<file path="config.mk">
export PLATFORM = sky130hd
export DESIGN_NAME = div_sp_sched
export DESIGN_NICKNAME = d
export VERILOG_FILES = /design/src/rtl/div_sched_pkg.sv /design/src/rtl/rr_arbiter_n.sv /design/src/rtl/div_sp_sched.sv
export SDC_FILE = /design/constraint.sdc
export NUM_CORES = 1
export LEC_CHECK = 0
export BUFFER_PORTS_ARGS = -buffer_cell sky130_fd_sc_hd__buf_4
export CAP_MARGIN = 20
export CORE_AREA = 4 4 156 158
export CTS_CLUSTER_SIZE = 40
export DETAILED_ROUTE_END_ITERATION = 8
export DIE_AREA = 0 0 160 162
export GPL_ROUTABILITY_DRIVEN = 1
export PLACE_DENSITY = 0.63
export SYNTH_ARGS = -nofsm -noshare
export SYNTH_HDL_FRONTEND = slang
export SYNTH_SLANG_ARGS = --single-unit
</file>
<file path="constraint.sdc">
create_clock -name clk -period 5.65 [get_ports clk]
set_input_delay 0.8475 -clock clk [delete_from_list [all_inputs] [get_ports clk]]
set_output_delay 0.8475 -clock clk [all_outputs]
set_load 0.05 [all_outputs]
</file>
<file path="src/rtl/div_sched_pkg.sv">
// rtl/div_sched_pkg.sv - shared types and helpers for the divider scheduler
package div_sched_pkg;

    localparam int FP_W = 32;

    typedef enum logic [1:0] {
        IDLE  = 2'd0,
        START = 2'd1,
        WAIT  = 2'd2,
        RESP  = 2'd3
    } state_t;

    // Width of an index able to address v entries (minimum 1 bit).
    function automatic int clog2(input int v);
        int r;
        r = 1;
        for (int i = 1; i < 31; i++) begin
            if ((1 << i) < v) r = i + 1;
        end
        return r;
    endfunction

endpackage

</file>
<file path="src/rtl/rr_arbiter_n.sv">
// rtl/rr_arbiter_n.sv - combinational round-robin pick starting at ptr
module rr_arbiter_n
    import div_sched_pkg::*;
#(
    parameter int N  = 4,
    parameter int OW = clog2(N)
) (
    input  logic [N-1:0]  req,
    input  logic [OW-1:0] ptr,
    output logic [N-1:0]  grant,
    output logic [OW-1:0] idx
);

    // Scan from the farthest slot back to ptr so the nearest set request wins.
    always_comb begin
        grant = '0;
        idx   = '0;
        for (int k = N - 1; k >= 0; k--) begin
            if (req[(int'(ptr) + k) % N]) begin
                grant = '0;
                grant[(int'(ptr) + k) % N] = 1'b1;
                idx = OW'((int'(ptr) + k) % N);
            end
        end
    end

endmodule

</file>
<file path="src/rtl/div_sp_sched.sv">
// rtl/div_sp_sched.sv - round-robin sharing of one single-precision divider
module div_sp_sched
    import div_sched_pkg::*;
#(
    parameter int N       = 4,
    parameter int DIV_LAT = 24,
    parameter int CW      = 5
) (
    input  logic                clk,
    input  logic                reset,
    input  logic [N-1:0]        req_valid,
    output logic [N-1:0]        req_ready,
    input  logic [FP_W*N-1:0]   req_a,
    input  logic [FP_W*N-1:0]   req_b,
    output logic [N-1:0]        rsp_valid,
    input  logic [N-1:0]        rsp_ready,
    output logic [FP_W-1:0]     rsp_z,
    output logic                div_strt,
    output logic [FP_W-1:0]     div_a,
    output logic [FP_W-1:0]     div_b,
    input  logic [FP_W-1:0]     div_z,
    output logic                busy
);

    localparam int OW = clog2(N);

    state_t        state, state_nx;
    logic [OW-1:0] ptr;
    logic [OW-1:0] owner;
    logic [CW-1:0] cnt;
    logic [N-1:0]  gnt;
    logic [OW-1:0] gnt_idx;
    logic          hs;
    logic          last_wait;

    rr_arbiter_n #(.N(N), .OW(OW)) u_arb (
        .req   (req_valid),
        .ptr   (ptr),
        .grant (gnt),
        .idx   (gnt_idx)
    );

    // The arbiter grants whenever any request is present, so IDLE always handshakes.
    assign hs        = (state == IDLE) && (|req_valid);
    assign last_wait = (state == WAIT) && (cnt == CW'(DIV_LAT - 1));
    assign busy      = (state != IDLE);

    always_ff @(posedge clk or negedge reset) begin
        if (!reset) state <= IDLE;
        else        state <= state_nx;
    end

    always_comb begin
        state_nx  = state;
        req_ready = '0;
        rsp_valid = '0;
        div_strt  = 1'b0;
        case (state)
            IDLE: begin
                req_ready = gnt;
                if (|req_valid) state_nx = START;
            end
            START: begin
                div_strt = 1'b1;
                state_nx = WAIT;
            end
            WAIT: begin
                if (last_wait) state_nx = RESP;
            end
            RESP: begin
                rsp_valid[owner] = 1'b1;
                if (rsp_ready[owner]) state_nx = IDLE;
            end
            default: state_nx = IDLE;
        endcase
    end

    // Operands stay registered until the next grant so the divider sees them throughout.
    always_ff @(posedge clk or negedge reset) begin
        if (!reset) begin
            ptr   <= '0;
            owner <= '0;
            cnt   <= '0;
            div_a <= '0;
            div_b <= '0;
            rsp_z <= '0;
        end else begin
            if (hs) begin
                owner <= gnt_idx;
                div_a <= req_a[int'(gnt_idx)*FP_W +: FP_W];
                div_b <= req_b[int'(gnt_idx)*FP_W +: FP_W];
                ptr   <= (gnt_idx == OW'(N - 1)) ? '0 : gnt_idx + 1'b1;
            end
            if (state == START)     cnt <= '0;
            else if (state == WAIT) cnt <= cnt + 1'b1;
            if (last_wait) rsp_z <= div_z;
        end
    end

endmodule
</file>
# --- Word-level counts from Yosys, hierarchy flattened ---
# Cells that the tools add are included.
totals:
  ff_bits: 107
  latchBits: 0
  mem_bits_rw: 0
  rom_bits: 0
  input_bits: 298
  output_inout_bits: 106
  wordCells: 91
  mem_count: 0
op_classes:
  n_addsub: 5
  mul: 0
  div_mod_pow: 0
  n_lt_le_gt_ge: 10
  n_eq_ne: 8
  shift: 2
  mux: 41
  bitwise_logic: 3
  n_reduce_logical: 15
ops:
  columns: ["cell", "count"]
  rows:
  - ["$shiftx A128 B8 Y32", 2]
  - ["$mux W4", 6]
  - ["$mux W2", 8]
  - ["$mux W1", 14]
  - ["$lt A3 B4 Y1 const B", 3]
  - ["$bmux W1 S2", 5]
  - ["$demux W1 S2", 5]
  - ["$mux W5", 2]
  - ["$ge A3 B1 Y1 const B", 3]
  - ["$pmux W2 S4", 1]
  - ["$logic_and A1 B1 Y1", 7]
  - ["$eq A2 B2 Y1 const B", 3]
  - ["$lt A2 B3 Y1 const B", 2]
  - ["$reduce_or A2 Y1", 3]
  - ["$add A5 B1 Y5 const B", 1]
  - ["$eq A5 B5 Y1 const B", 1]
  - ["$add A2 B1 Y2 const B", 2]
  - ["$add A2 B2 Y2 const B", 2]
  - ["$ge A2 B1 Y1 const B", 2]
  - ["$ne A2 B2 Y1 const B", 2]
  - ["$reduce_bool A2 Y1", 2]
  - ["$reduce_or A4 Y1", 1]
  - ["$and A1 B1 Y1 const A", 3]
  - ["$reduce_and A3 Y1", 1]
  - ["other kinds (3)", 3]

# --- Depth between registers and ports, before layout ---
# Gate-level depths: netlist of the first run.
logic_depth:
  ltp_word: 12
  ltp_mapped: 14
  depth_no_buf: 10

# --- Modules after synthesis ---
# From an unflattened synthesis of the first run, not the netlist that was laid out.
unflattened:
  hier_cells: 411
  area_unflattened_um2: 6263.5
by_module_without_submodules:
  columns: ["mod", "n_inst", "cells_per_inst", "area_each_um2", "seq_area_each_um2"]
  rows:
  - ["div_sp_sched", 1, 351, 5773.0, 2677.6]
  - ["rr_arbiter_n", 1, 60, 490.5, 0.0]

# --- Least setup slack after synthesis of the first run ---
# No wires, ideal clock.
synth_timing:
  kind: "flip-flop to output port"
  start: "register ptr[0]"
  end: "output port req_ready[0]"
  arrival_ns: 2.773
  required_time_ns: 4.803
  path_slack_ns: 2.029
  path_stages_with_launch: 8
  cell_sequence: "dfrtp_1 -> buf_6 -> inv_1 -> ha_1 -> mux4_2 -> buf_6 -> a211o_1 -> a21oi_1"
synth_between:
  elab_chain_cells: 12
  elab_cells_between_ends: 45
  cone_classes: "3 x add/sub; 8 x order compare; 24 x mux; 3 x bitwise; 7 x reduce/logical"
synth_lines:
  columns: ["element", "line_no", "text"]
  rows:
  - ["from (decl)", "div_sp_sched.sv:28", "logic [OW-1:0] ptr;"]
  - ["from (signal assigned)", "div_sp_sched.sv:92", "ptr <= (gnt_idx == OW'(N - 1)) ? '0 : gnt_idx + 1'b1;"]
  - ["$add A2 B2 Y2", "rr_arbiter_n.sv:19, rr_arbiter_n.sv:21", null]
  - ["$reduce_or A2 Y1 (no line)", null, null]
  - ["$and A1 B1 Y1 (no line)", null, null]
  - ["$lt A3 B4 Y1 (not written as such) or $ge A3 B1 Y1 (tied branches)", "rr_arbiter_n.sv:21", "grant[(int'(ptr) + k) % N] = 1'b1;"]
  - ["$logic_and A1 B1 Y1 (not written as such)", "rr_arbiter_n.sv:21", null]
  - ["$mux W1 (not written as such)", "rr_arbiter_n.sv:21", null]
  - ["$demux W1 S2", null, null]
  - ["$mux W4 (3 in series)", "rr_arbiter_n.sv:19", "if (req[(int'(ptr) + k) % N]) begin"]
  - ["$mux W4 (*)", "rr_arbiter_n.sv:19", null]
  - ["$mux W4 (*)", "div_sp_sched.sv:58", "case (state)"]
  - ["to (decl)", "div_sp_sched.sv:12", "output logic [N-1:0] req_ready,"]
# Mark *: on every way between the ends. The rest lies on a longest branch, timed or not. The select of a mux whose other input is x is not followed.

# --- Worst setup path in the final report of the first run ---
layout_timing:
  start: "register ptr[0]"
  end: "register ptr[0]"
layout_between:
  elab_chain_cells: 10
  elab_cells_between_ends: 21
  cone_classes: "4 x add/sub; 1 x eq/ne; 16 x mux"
layout_lines:
  columns: ["element", "line_no"]
  rows:
  - ["$add A2 B2 Y2", "rr_arbiter_n.sv:19, rr_arbiter_n.sv:22"]
  - ["$bmux W1 S2", "rr_arbiter_n.sv:19"]
  - ["$mux W1 (not written as such) (2 in series)", "rr_arbiter_n.sv:19"]
  - ["$mux W2 (3 in series)", "rr_arbiter_n.sv:19"]
  - ["$mux W2 (*)", "rr_arbiter_n.sv:19"]
  - ["$add A2 B1 Y2 or $eq A2 B2 Y1 (tied branches)", "div_sp_sched.sv:92"]
  - ["$mux W2 (*)", "div_sp_sched.sv:92"]
# Marks and branches as above.
# A chain may end at the register's enable or synchronous reset.

==> summary.md, run 1 <==
| Metric | Value |
|---|---|
| First-pass GRT wire length | 39,600 um |
| Syn Nets | 935 |
| Lkg Pwr | 4.87 nW |
| M1 wire length | 10,500 um |
| Clock Path Buffers | 2 |
| Highest metal used | met4 |
| All-Layer GR Usage | 19.3% |
| Clk_skew | 0.0134 ns |
| Routed WL | 26,200 um |
| Fin crit period | 4.45 ns |
| GP Congestion | 0.795 |
| Number of synthesized flops with an enable pin | 0 |
| Worst hold endpoint | rsp_z[10]$_DFFE_PN0P_ |
| DRC | 0 |
| Vias in the first global route | 6,713 |
| Top cell type's share of synthesized area | 39.6% |
| Slew Viols, Final | 0 |
| HP Class | flip-flop to flip-flop |
| Kind of critical path | flip-flop to flip-flop |
| Filler cells | 2,257 |
| Clk Latency, worst-skew pair | 0.35 ns |
| Crit-path max FO | 67 |
| Share of post-route cells with drive strength above 1 | 53.7% |
| Initial antenna violation count | 1 |
| Sequential cell fraction of total power | 20.9% |
| Hold_sp | rsp_z[10]$_DFFE_PN0P_ |
| Clock power frac | 9.5% |
| Total gr overflow | 0 |
| Rows | 56 |
| Initial drt markers | 211 |
| Power Density | 667 nW/um2 |
| Clk sink count | 107 |
| Status | complete, no violations |
| Reg2Reg Launch Point | ptr[0]$_DFFE_PN0P_ |
| Netlist Area Pre-Place | 6760 um2 |
| Layout Nets | 1,298 |
| Share of the clock period used by the worst path | 78.8% |
| Met3 Wirelength | 2040 um |
| #FFs+latches synth | 107 |
| Cell variety after synth | 45 |
| Avg Inst Size Synth | 10.9 um2 |
| Initial Utilization | 29.2% |
| Drt pass-1 iters | 4 |
| IO buf count | 403 |
| Layout area overhead | 50.2% |
| Die height | 162 um |
| DRT antenna net count | 0 |
| Arrival @ worst endpoint | 4.71 ns |
| Placeable Area | 23,100 um2 |
| Worst r2r dst | ptr[0]$_DFFE_PN0P_ |
| Setup TNS | 0 ns |
| Logic pwr share | 69.6% |
| Hold-fix buffers, CTS | 0 |
| Detailed placement HPWL | 19,200 um |
| Fin. Hold Viols | 0 |
| Setup Buffers After CTS | 0 |
| Leading cell type in the layout, fill and taps excluded | buf_4 |
| Maximum vdd drop | 0.000251 V |
| Cells after synthesis | 623 |
| IO Count | 404 |
| Top_reg_cell synth | dfrtp_1 |
| Pin slew with the least headroom to its limit | 1.01 ns |
| Slew margin rel. | 32.5% |
| Routed wl met2 | 13,100 um |
| Post-synth top area cell | dfrtp_1 |
| Internal reg-to-reg setup slack | 1.20 ns |
| Synth Warn # | 0 |
| Post-CTS resize count | 0 |
| Sw Share | 54.2% |
| Htree depth | 3 |
| FMAX | 0.225 GHz |
| Drt via density | 5.02 |
| Max-Cap Viols | 0 |
| Share of the yosys chip area belonging to registers | 39.6% |
| CTS tree | done |
| Cells on worst reg2reg path | 9 |
| Wirelength per Cell | 20.4 um |
| Final setup violating endpoints | 0 |
| Internal | 3.10 mW |
| Final Hold Slack | 0.513 ns |
| CTS Root Buffer Type | clkbuf_16 |
| Switching pwr | 3.67 mW |
| Critical Path Sink Type | flip-flop |
| Synth area leaders | dfrtp_1, a211oi_2, mux2i_1, a211oi_1, and3_1 |
| Reg clk slew, reported paths | 0.09 ns |
| Via count | 6,442 |
| Worst Hold Path Cells | 1 |
| Pin count of the biggest net entering global routing | 72 |
| CTS Buf Count | 9 |
| CP required | 5.91 ns |
| Die area | 25,900 um2 |
| Ys async rst share | 100% |
| Most frequent cells in the layout | buf_4, dfrtp_1, nor2_1 |
| RSZ-0062 raised after global routing | false |
| Die X | 160 um |
| Critical Path Source Type | flip-flop |
-- worst max-delay path, cell delays in order (launching register included) --
cell      delay (ns)
dfrtp_1         0.64
inv_1           0.29
ha_1            0.44
mux4_2          0.66
o211ai_4        0.22
and2_4          0.52
clkinv_4        0.67
ha_1            0.44
or3_1           0.34
o22ai_1         0.12
-- power groups by stage --
stage	logic [mW]	registers [mW]	clock network [mW]
after floorplan	2.44	2.53	0
after global placement	4.72	1.41	0
after detailed placement	4.75	1.43	0
after CTS	4.76	1.42	0.670
after global routing	5.02	1.47	0.696
final	4.71	1.42	0.643
-- how the worst max path moves through the flow --
stage | from | to | slack [ns] | cells after the start
3_3_place_gp | ptr[0]$_DFFE_PN0P_ | ptr[0]$_DFFE_PN0P_ | 1.20 | 9
6_report | ptr[0]$_DFFE_PN0P_ | ptr[0]$_DFFE_PN0P_ | 1.20 | 9
4_1_cts | ptr[0]$_DFFE_PN0P_ | ptr[0]$_DFFE_PN0P_ | 1.15 | 9
3_5_place_dp | ptr[0]$_DFFE_PN0P_ | ptr[0]$_DFFE_PN0P_ | 1.15 | 9
5_1_grt | ptr[0]$_DFFE_PN0P_ | ptr[0]$_DFFE_PN0P_ | 0.85 | 9
2_1_floorplan | ptr[0]$_DFFE_PN0P_ | req_ready[0] | 2.03 | 7
-- final cells by class --
type                            instances  area, um2  share of cell area [%]
Sequential cell                       107       2680                    26.4
Clock buffer                            9        225                    2.22
Inverter                               15       61.3                   0.604
Clock inverter                          7       71.3                   0.702
Timing Repair Buffer                  409       3070                    30.2
Multi-Input combinational cell        444       3680                    36.3
Antenna cell                            1       2.50                  0.0246
Tap cell                              290        363                    3.57
-- registers in the layout, summed over array words and instances, names as in the netlist --
register	cells
state	2
ptr	2
div_b	32
div_a	32
owner	2
rsp_z	32
cnt	5
-- layer usage --
metal / track usage [%] / vias up
li1: - / 3054
met1: 23.6 / 3077
met2: 33.1 / 287
met3: 5.89 / 24
met4: 5.44 / 0
met5: 0 / -
-- through the flow --
stage                     setup slack [ns]  power, mW  util [%]  cells  instance area, um2
after floorplan                       2.03       4.97         -    623                6760
after global placement                1.20       6.13      42.6   1265                9850
after detailed placement              1.15       6.18      42.6   1265                9850
after CTS                             1.15       6.84      43.9   1281               10200
after global routing                 0.852       7.19      43.9   1282               10200
final                                 1.20       6.77      43.9   1282               10200
-- kinds of logic (layout without fill, tap and decap cells) --
| kind of cell | after synthesis | count (layout) | synth area share (%) |
|---|---|---|---|
| and+or+nand+nor | 167 | 167 | 12.6 |
| AOI/OAI and AO/OA | 158 | 158 | 21.8 |
| DFF | 107 | 107 | 39.6 |
| muxes | 105 | 105 | 16.9 |
| buffers and inverters | 72 | 440 | 6.40 |
| adders and majority gates | 14 | 14 | 2.59 |
| other | 0 | 1 | 0 |
-- cells in the mapped netlist (all sizes together), types with 7 or more instances --
library cell and number:
nor2 69, inv 13, dfrtp 107, ha 14, a211oi 127, mux2i 67, a21oi 7, clkbuf 27
mux2 34, nand2 11, buf 30, and3 65
Note: power is estimated with default switching activity, not from simulation.
==> run 2, diff against run 1 <==
--- a/config.mk
+++ b/config.mk
@@ -5,14 +5,15 @@
 export SDC_FILE = /design/constraint.sdc
 export NUM_CORES = 1
 export LEC_CHECK = 0
+export ABC_AREA = 1
 export BUFFER_PORTS_ARGS = -buffer_cell sky130_fd_sc_hd__buf_4
 export CAP_MARGIN = 20
-export CORE_AREA = 4 4 156 158
+export CORE_AREA = 4 4 155 157
 export CTS_CLUSTER_SIZE = 40
 export DETAILED_ROUTE_END_ITERATION = 8
-export DIE_AREA = 0 0 160 162
+export DIE_AREA = 0 0 159 161
 export GPL_ROUTABILITY_DRIVEN = 1
-export PLACE_DENSITY = 0.63
+export PLACE_DENSITY = 0.69
 export SYNTH_ARGS = -nofsm -noshare
 export SYNTH_HDL_FRONTEND = slang
 export SYNTH_SLANG_ARGS = --single-unit
==> constraint.sdc (replaced) <==
create_clock -name clk -period 4.3 [get_ports clk]
set_input_delay 0.645 -clock clk [delete_from_list [all_inputs] [get_ports clk]]
set_output_delay 0.645 -clock clk [all_outputs]
set_load 0.05 [all_outputs]
==> run 2 against run 1 <==
Effect of this change:
- area after synthesis is 16% higher
- clock power up 44%
- final area rose by 11%
- wire length grew 7.2%
- sequential share of layout area fell by 2.6 points
- largest power group unchanged
- highest routed layer unchanged
==> summary.md, run 2 <==
| Metric | Value |
|---|---|
| Total gr overflow | 0 (unchanged) |
| Met3 Wirelength | 2070 um (+1.5%) |
| Avg Inst Size Synth | 6.62 um2 (-39%) |
| Slew Viols, Final | 0 (unchanged) |
| Logic pwr share | 73.4% (+3.8 points) |
| Top Registers | div_a x32, div_b x32, rsp_z x32 |
| Status | complete, no violations |
| Kind of critical path | flip-flop to flip-flop |
| Largest delay contributor family on the critical path | simple AND/OR/NAND/NOR gates |
| Layout Nets | 1,849 (+42%) |
| Setup TNS | 0 ns (unchanged) |
| First-pass GRT wire length | 44,300 um (+12%) |
| Clk sink count | 107 (unchanged) |
| Initial Utilization | 34.9% (+5.7 points) |
| Crit. Startpoint | ptr[0]$_DFFE_PN0P_ |
| Area of the multi-input gates | 3940 um2 (+6.9%) |
| Synth area leaders | dfrtp_1, nand2_1, nand3_1, inv_1, nand3b_1 |
| Crit-path max FO | 72 (+7.5%) |
| Critical path's largest stage delay | 0.67 ns (about the same) |
| Pin count of the biggest net entering global routing | 130 (+81%) |
| Most frequent cells in the layout | nand2_1, buf_4, inv_1 |
| FMAX | 0.317 GHz (+41%) |
| Internal reg-to-reg setup slack | 1.15 ns (-0.05 ns) |
| Post-synth top area cell | dfrtp_1 |
| Cells after synthesis | 1,186 (+90%) |
| Cell variety after synth | 31 (-31%) |
| CTS tree | done |
| Htree depth | 3 (unchanged) |
| Drt pass-1 iters | 5 (+1) |
| Sequential cell fraction of total power | 17.0% (-3.9 points) |
| CTS Buf Count | 9 (unchanged) |
| Share of post-route cells with drive strength above 1 | 30.8% (-23 points) |
| Power Density | 850 nW/um2 (+27%) |
| GP Congestion | 0.885 (+11%) |
| Ys async rst share | 100% (unchanged) |
| CTS Root Buffer Type | clkbuf_16 |
| Top cell type's share of synthesized area | 34.1% (-5.5 points) |
| Lkg Pwr | 6.68 nW (+37%) |
| Worst path most repeated cell | nand2_1 |
| #FFs+latches synth | 107 (unchanged) |
| Leading cell type in the layout, fill and taps excluded | nand2_1 |
| Highest metal used | met4 |
| Arrival @ worst endpoint | 3.39 ns (-1.32 ns) |
| CP Cell Sequence | inv_4, ha_1, inv_1, nand3_1, nand2_1, inv_2, nand2_1, nand2_1, nand2_4, nand2_4, buf_12, nand2_1, nand3_1, nand2_1, nand2_1, nand2_1 |
| IO buf count | 403 (unchanged) |
| Slew margin rel. | 34.2% (+1.7 points) |
| Placeable Area | 22,500 um2 (-2.7%) |
| Final setup violating endpoints | 0 (unchanged) |
| CP Buf/Inv Count | 4 (+2) |
| Slowest-stage cell, CP | dfrtp_1 |
| Layout area overhead | 43.5% |
| CP required | 4.54 ns (-1.37 ns) |
| Routed wl met2 | 13,400 um (+2.1%) |
| Vias in the first global route | 8,303 (+24%) |
| DRC | 0 (unchanged) |
| Clock power frac | 9.7% (+0.2 points) |
| Reg area | 2680 um2 (unchanged) |
| Fin. Hold Viols | 0 (unchanged) |
| Wirelength per Cell | 15.4 um (-25%) |
| Hold-fix buffers, CTS | 0 (unchanged) |
| Syn Nets | 1,498 (+60%) |
| Antenna diodes | 0 (-1) |
| Final Hold Slack | 0.443 ns (-0.0700 ns) |
| Detailed placement HPWL | 20,400 um (+6.2%) |
| Count leader, synth | nand2_1 |
| IO Count | 404 (unchanged) |
| Die area | 25,600 um2 (-1.2%) |
| Clock Path Buffers | 2 (unchanged) |
| Fin crit period | 3.15 ns (-1.30 ns) |
| M1 wire length | 11,600 um (+10%) |
| Netlist Area Pre-Place | 7850 um2 (+16%) |
| Internal | 4.08 mW (+32%) |
| Maximum vdd drop | 0.000653 V (+160%) |
| Setup Buffers After CTS | 0 (unchanged) |
| Reg clk slew, reported paths | 0.08 ns (about the same) |
| Die height | 161 um (-0.62%) |
| Share of the clock period used by the worst path | 73.3% (-5.5 points) |
| Final Non-Filler Cells | 1,827 (+43%) |
| Top_reg_cell synth | dfrtp_1 |
| Worst r2r dst | div_b[1]$_DFFE_PN0P_ |
| Die X | 159 um (-0.63%) |
| Placed Instances | 1,811 (+43%) |
| Reg2Reg Launch Point | ptr[0]$_DFFE_PN0P_ |
| Routed WL | 28,100 um (+7.2%) |
| Clk Latency, worst-skew pair | 0.36 ns (about the same) |
| Pin slew with the least headroom to its limit | 0.987 ns (-0.0254 ns) |
| Critical Path Source Type | flip-flop |
| Clk_skew | 0.0103 ns (-0.00315 ns) |
| Synth Warn # | 0 (unchanged) |
| All-Layer GR Usage | 21.0% (+1.7 points) |
| Sw Share | 57.4% (+3.2 points) |
| Critical Path Sink Type | flip-flop |
| Max-Cap Viols | 0 (unchanged) |
| Total power | 9.58 mW (+41%) |
| Number of synthesized flops with an enable pin | 0 (unchanged) |
| Rows | 55 (-1.8%) |
| Initial drt markers | 522 (+150%) |
| DRT antenna net count | 0 (unchanged) |
| Post-CTS resize count | 0 (unchanged) |
| Via count | 8,739 (+36%) |
| Switching pwr | 5.49 mW (+50%) |
| Cells on worst reg2reg path | 16 (+7) |
| HP Class | input pin to asynchronous set/reset pin |
| Drt via density | 4.78 (-4.8%) |
| Share of the yosys chip area belonging to registers | 34.1% (-5.5 points) |
| Initial antenna violation count | 0 (-1) |
| Most frequent cells after synthesis | nand2_1, inv_1, nand3_1 |
| Filler cells | 2,235 (-0.97%) |
| RSZ-0062 raised after global routing | false |
==> run 2: cell families after synthesis <==
| family | Yosys count | synth area share, % |
|---|---|---|
| AO/OA/AOI/OAI | 29 | 2.26 |
| adder cells (fa/ha/maj) | 14 | 2.23 |
| buffers and inverters | 295 | 16.0 |
| flip-flops | 107 | 34.1 |
| multiplexers | 33 | 4.72 |
| AND/OR/NAND/NOR | 708 | 40.6 |
==> run 2: how the worst max path moves through the flow <==
stage / to / slack (ns) / depth (start not counted)
after detailed placement: div_b[1]$_DFFE_PN0P_ / 1.15 / 16
after global routing: div_b[1]$_DFFE_PN0P_ / 0.79 / 16
final: div_b[1]$_DFFE_PN0P_ / 1.15 / 16
after floorplan: req_ready[3] / 1.13 / 9
after CTS: div_b[1]$_DFFE_PN0P_ / 1.12 / 16
after global placement: div_b[1]$_DFFE_PN0P_ / 1.23 / 16
==> run 2: routing by layer <==
metal  vias to the layer above  GRT usage (%)
met5                         -              0
met4                         0           8.95
met3                        63           4.72
met2                       376           35.2
met1                      3952           26.1
li1                       4348              -
==> run 2: final cells by class <==
| cell class | count | area share (%) |
|---|---|---|
| tap | 285 | 3.16 |
| multi-input combinational | 784 | 34.9 |
| timing repair buffer | 413 | 27.8 |
| inverter | 222 | 7.42 |
| clock inverter | 6 | 0.855 |
| clock buffer | 10 | 2.03 |
| sequential | 107 | 23.8 |
==> run 2: power groups by stage <==
stage | Combinational (mW) | Clock [mW] | Sequential [mW]
finish | 7.03 | 0.927 | 1.62
global route | 7.79 | 0.994 | 1.67
CTS | 7.08 | 0.958 | 1.63
detailed placement | 7.07 | 0 | 1.64
global placement | 7.01 | 0 | 1.63
floorplan | 4.40 | 0 | 2.64
==> run 2: stage by stage <==
stage	cell area (um2)	util (%)	setup slack, ns
floorplan	7850	-	1.13
global placement	10900	48.6	1.23
detailed placement	10900	48.6	1.15
CTS	11300	50.1	1.12
global route	11300	50.1	0.794
finish	11300	50.1	1.15
==> run 3, diff against run 2 <==
--- a/config.mk
+++ b/config.mk
@@ -5,15 +5,15 @@
 export SDC_FILE = /design/constraint.sdc
 export NUM_CORES = 1
 export LEC_CHECK = 0
-export ABC_AREA = 1
+export ABC_AREA = 0
 export BUFFER_PORTS_ARGS = -buffer_cell sky130_fd_sc_hd__buf_4
 export CAP_MARGIN = 20
-export CORE_AREA = 4 4 155 157
+export CORE_AREA = 4 4 154 156
 export CTS_CLUSTER_SIZE = 40
 export DETAILED_ROUTE_END_ITERATION = 8
-export DIE_AREA = 0 0 159 161
+export DIE_AREA = 0 0 158 160
 export GPL_ROUTABILITY_DRIVEN = 1
-export PLACE_DENSITY = 0.69
+export PLACE_DENSITY = 0.64
 export SYNTH_ARGS = -nofsm -noshare
 export SYNTH_HDL_FRONTEND = slang
 export SYNTH_SLANG_ARGS = --single-unit
==> constraint.sdc (replaced) <==
create_clock -name clk -period 3.1 [get_ports clk]
set_input_delay 0.465 -clock clk [delete_from_list [all_inputs] [get_ports clk]]
set_output_delay 0.465 -clock clk [all_outputs]
set_load 0.05 [all_outputs]
==> run 3 against run 2 <==
Effect of this change:
- die area down 1.2%
- worst setup slack worse by 1.0 ns
- wire length is 6.9% lower
- combinational power up 28%
- hold slack got worse by 0.34 ns
- critical path type is now flip-flop to output port
- sequential share of layout area increased by 2.0 points
- final area down 7.6%
- non-clock buffer count up 12
- clock skew hardly changed
- clock-buffer cell count decreased by 1
==> summary.md, run 3 (synthesis gave the netlist of run 1 again) <==
| Metric | Value |
|---|---|
| Status | complete, no violations |
| Leading cell type in the layout, fill and taps excluded | buf_4 |
| Die area | 25,300 um2 (-1.2%) |
| Htree depth | 3 (unchanged) |
| Routed WL | 26,100 um (-6.9%) |
| Crit-path max FO | 6 (-92%) |
| Pin slew with the least headroom to its limit | 0.765 ns (-0.222 ns) |
| Detailed placement HPWL | 19,600 um (-4.1%) |
| Maximum vdd drop | 0.000590 V (-9.6%) |
| Initial antenna violation count | 1 (+1) |
| First-pass GRT wire length | 38,900 um (-12%) |
| IO Count | 404 (unchanged) |
| Clk_skew | 0.00985 ns (-0.000439 ns) |
| Rows | 55 (unchanged) |
| Fin crit period | 2.95 ns |
| DRT antenna net count | 0 (unchanged) |
| IO buf count | 403 (unchanged) |
| FMAX | 0.338 GHz |
| DRC | 0 (unchanged) |
| Power Density | 1220 nW/um2 (+44%) |
| Slew Viols, Final | 0 (unchanged) |
| Final Core Density | 46.6% (-3.5 points) |
| Fin area | 10,400 um2 (-7.6%) |
| Critical Path Source Type | flip-flop |
| Initial Utilization | 30.2% (-4.7 points) |
| Slew margin rel. | 48.5% (+14 points) |
| Pin count of the biggest net entering global routing | 65 (-50%) |
| CTS Root Buffer Type | clkbuf_16 |
| Arrival @ worst endpoint | 2.49 ns (-0.90 ns) |
| Cells on worst reg2reg path | 9 (-7) |
| Layout area overhead | 54.0% |
| Max-Cap Viols | 0 (unchanged) |
| Drt via density | 5.06 (+5.8%) |
| Fin. Hold Viols | 0 (unchanged) |
| GP Congestion | 0.819 (-7.5%) |
| Die height | 160 um (-0.62%) |
| Vias in the first global route | 6,865 (-17%) |
| Antenna diodes | 0 (unchanged) |
| Drt pass-1 iters | 4 (-1) |
| All-Layer GR Usage | 19.6% (-1.4 points) |
| HP Class | input pin to asynchronous set/reset pin |
| Initial drt markers | 242 (-54%) |
| Die X | 158 um (-0.63%) |
| Final setup violating endpoints | 0 (unchanged) |
| CTS Buf Count | 9 (unchanged) |
| Area after detailed placement | 10,000 um2 (-8.2%) |
| Top Registers | div_a x32, div_b x32, rsp_z x32 |
| Critical Path Sink Type | output port |
| Clk sink count | 107 (unchanged) |
| CP required | 2.63 ns (-1.91 ns) |
| Wirelength per Cell | 20.2 um (+32%) |
| Share of the clock period used by the worst path | 95.3% |
| Layout Nets | 1,315 (-29%) |
| Setup TNS | 0 ns (unchanged) |
| Clock Path Buffers | 2 (unchanged) |
| Kind of critical path | flip-flop to output port |
| RSZ-0062 raised after global routing | false |
| Via count | 6,544 (-25%) |
| Reg clk slew, reported paths | 0.08 ns (about the same) |
| Lkg Pwr | 4.99 nW (-25%) |
| Share of post-route cells with drive strength above 1 | 55.0% (+24 points) |
| CTS tree | done |
| Most frequent cells in the layout | buf_4, dfrtp_1, nor2_1 |
| Total gr overflow | 0 (unchanged) |
| Placeable Area | 22,400 um2 (-0.61%) |
| Clk Latency, worst-skew pair | 0.36 ns (about the same) |
==> run 3: cell count changes in the layout (fill, tap and decap cells not counted), sizes merged, moves of 5 or more <==
| cell | delta |
|---|---|
| buf | +12 |
| inv | -207 |
| mux4 | +5 |
| nand3 | -200 |
| nor2 | +64 |
| a221oi | +5 |
| mux2i | +66 |
| and3 | +65 |
| o21ai | -6 |
| nor3 | -8 |
| a211oi | +126 |
| nand3b | -63 |
| nand2 | -409 |
==> run 3: cell type report <==
class / instances / area [um2]
fillers: 2171 / 12000
clock buffers: 9 / 225
multi-input cells: 445 / 3720
flip-flops and latches: 107 / 2680
well taps: 285 / 357
repair buffers: 425 / 3290
clock inverters: 7 / 78.8
inverters: 15 / 61.3
==> run 3: what timing repair did <==
action                     in CTS  in global routing
setup buffers                   0                  4
resized for setup               0                  4
hold buffers                    0                  0
setup endpoints to repair       0                 49
==> run 3: through the flow <==
step	total power, mW	instances	worst slack [ns]	hold WS, ns
global route	13.5	1293	0.00168	0.141
finish	12.8	1293	0.146	0.107
CTS	12.8	1288	0.0838	0.125
detailed placement	11.6	1272	0.0930	0.494
global placement	11.4	1272	0.150	0.488
floorplan	9.09	623	0.0917	0.169
==> run 3: worst max-delay path, cell delays in order, from the launching register on <==
cell     delay (ns)
dfrtp_1        0.35
inv_1          0.07
ha_2           0.40
mux4_2         0.61
a211o_1        0.35
a21oi_2        0.14
buf_4          0.22
==> run 3: power breakdown <==
part | internal [mW] | total [mW] | switching (mW) | leakage (nW)
clock network | 0.577 | 1.20 | 0.623 | 0.148
registers | 2.11 | 2.52 | 0.407 | 1.21
logic | 3.30 | 9.03 | 5.73 | 3.63
==> run 3: layer usage <==
layer | global-route usage (%) | routed length, um
met1 | 23.7 | 10400
met2 | 34.4 | 13000
met3 | 5.53 | 2230
met4 | 4.73 | 440
met5 | 0 | 18
==> run 3: worst paths after layout <==
check                                      start                     to  slack, ns
hold / removal                             reset   div_b[9]$_DFFE_PN0P_       0.11
max in group asynchronous                  reset  div_b[31]$_DFFE_PN0P_       2.23
hold reg to reg            rsp_z[15]$_DFFE_PN0P_  rsp_z[15]$_DFFE_PN0P_       0.51
setup / recovery              ptr[0]$_DFFE_PN0P_           req_ready[0]       0.15
min in group clk                        div_z[2]   rsp_z[2]$_DFFE_PN0P_       0.33
setup reg to reg              ptr[0]$_DFFE_PN0P_  div_b[12]$_DFFE_PN0P_       0.21
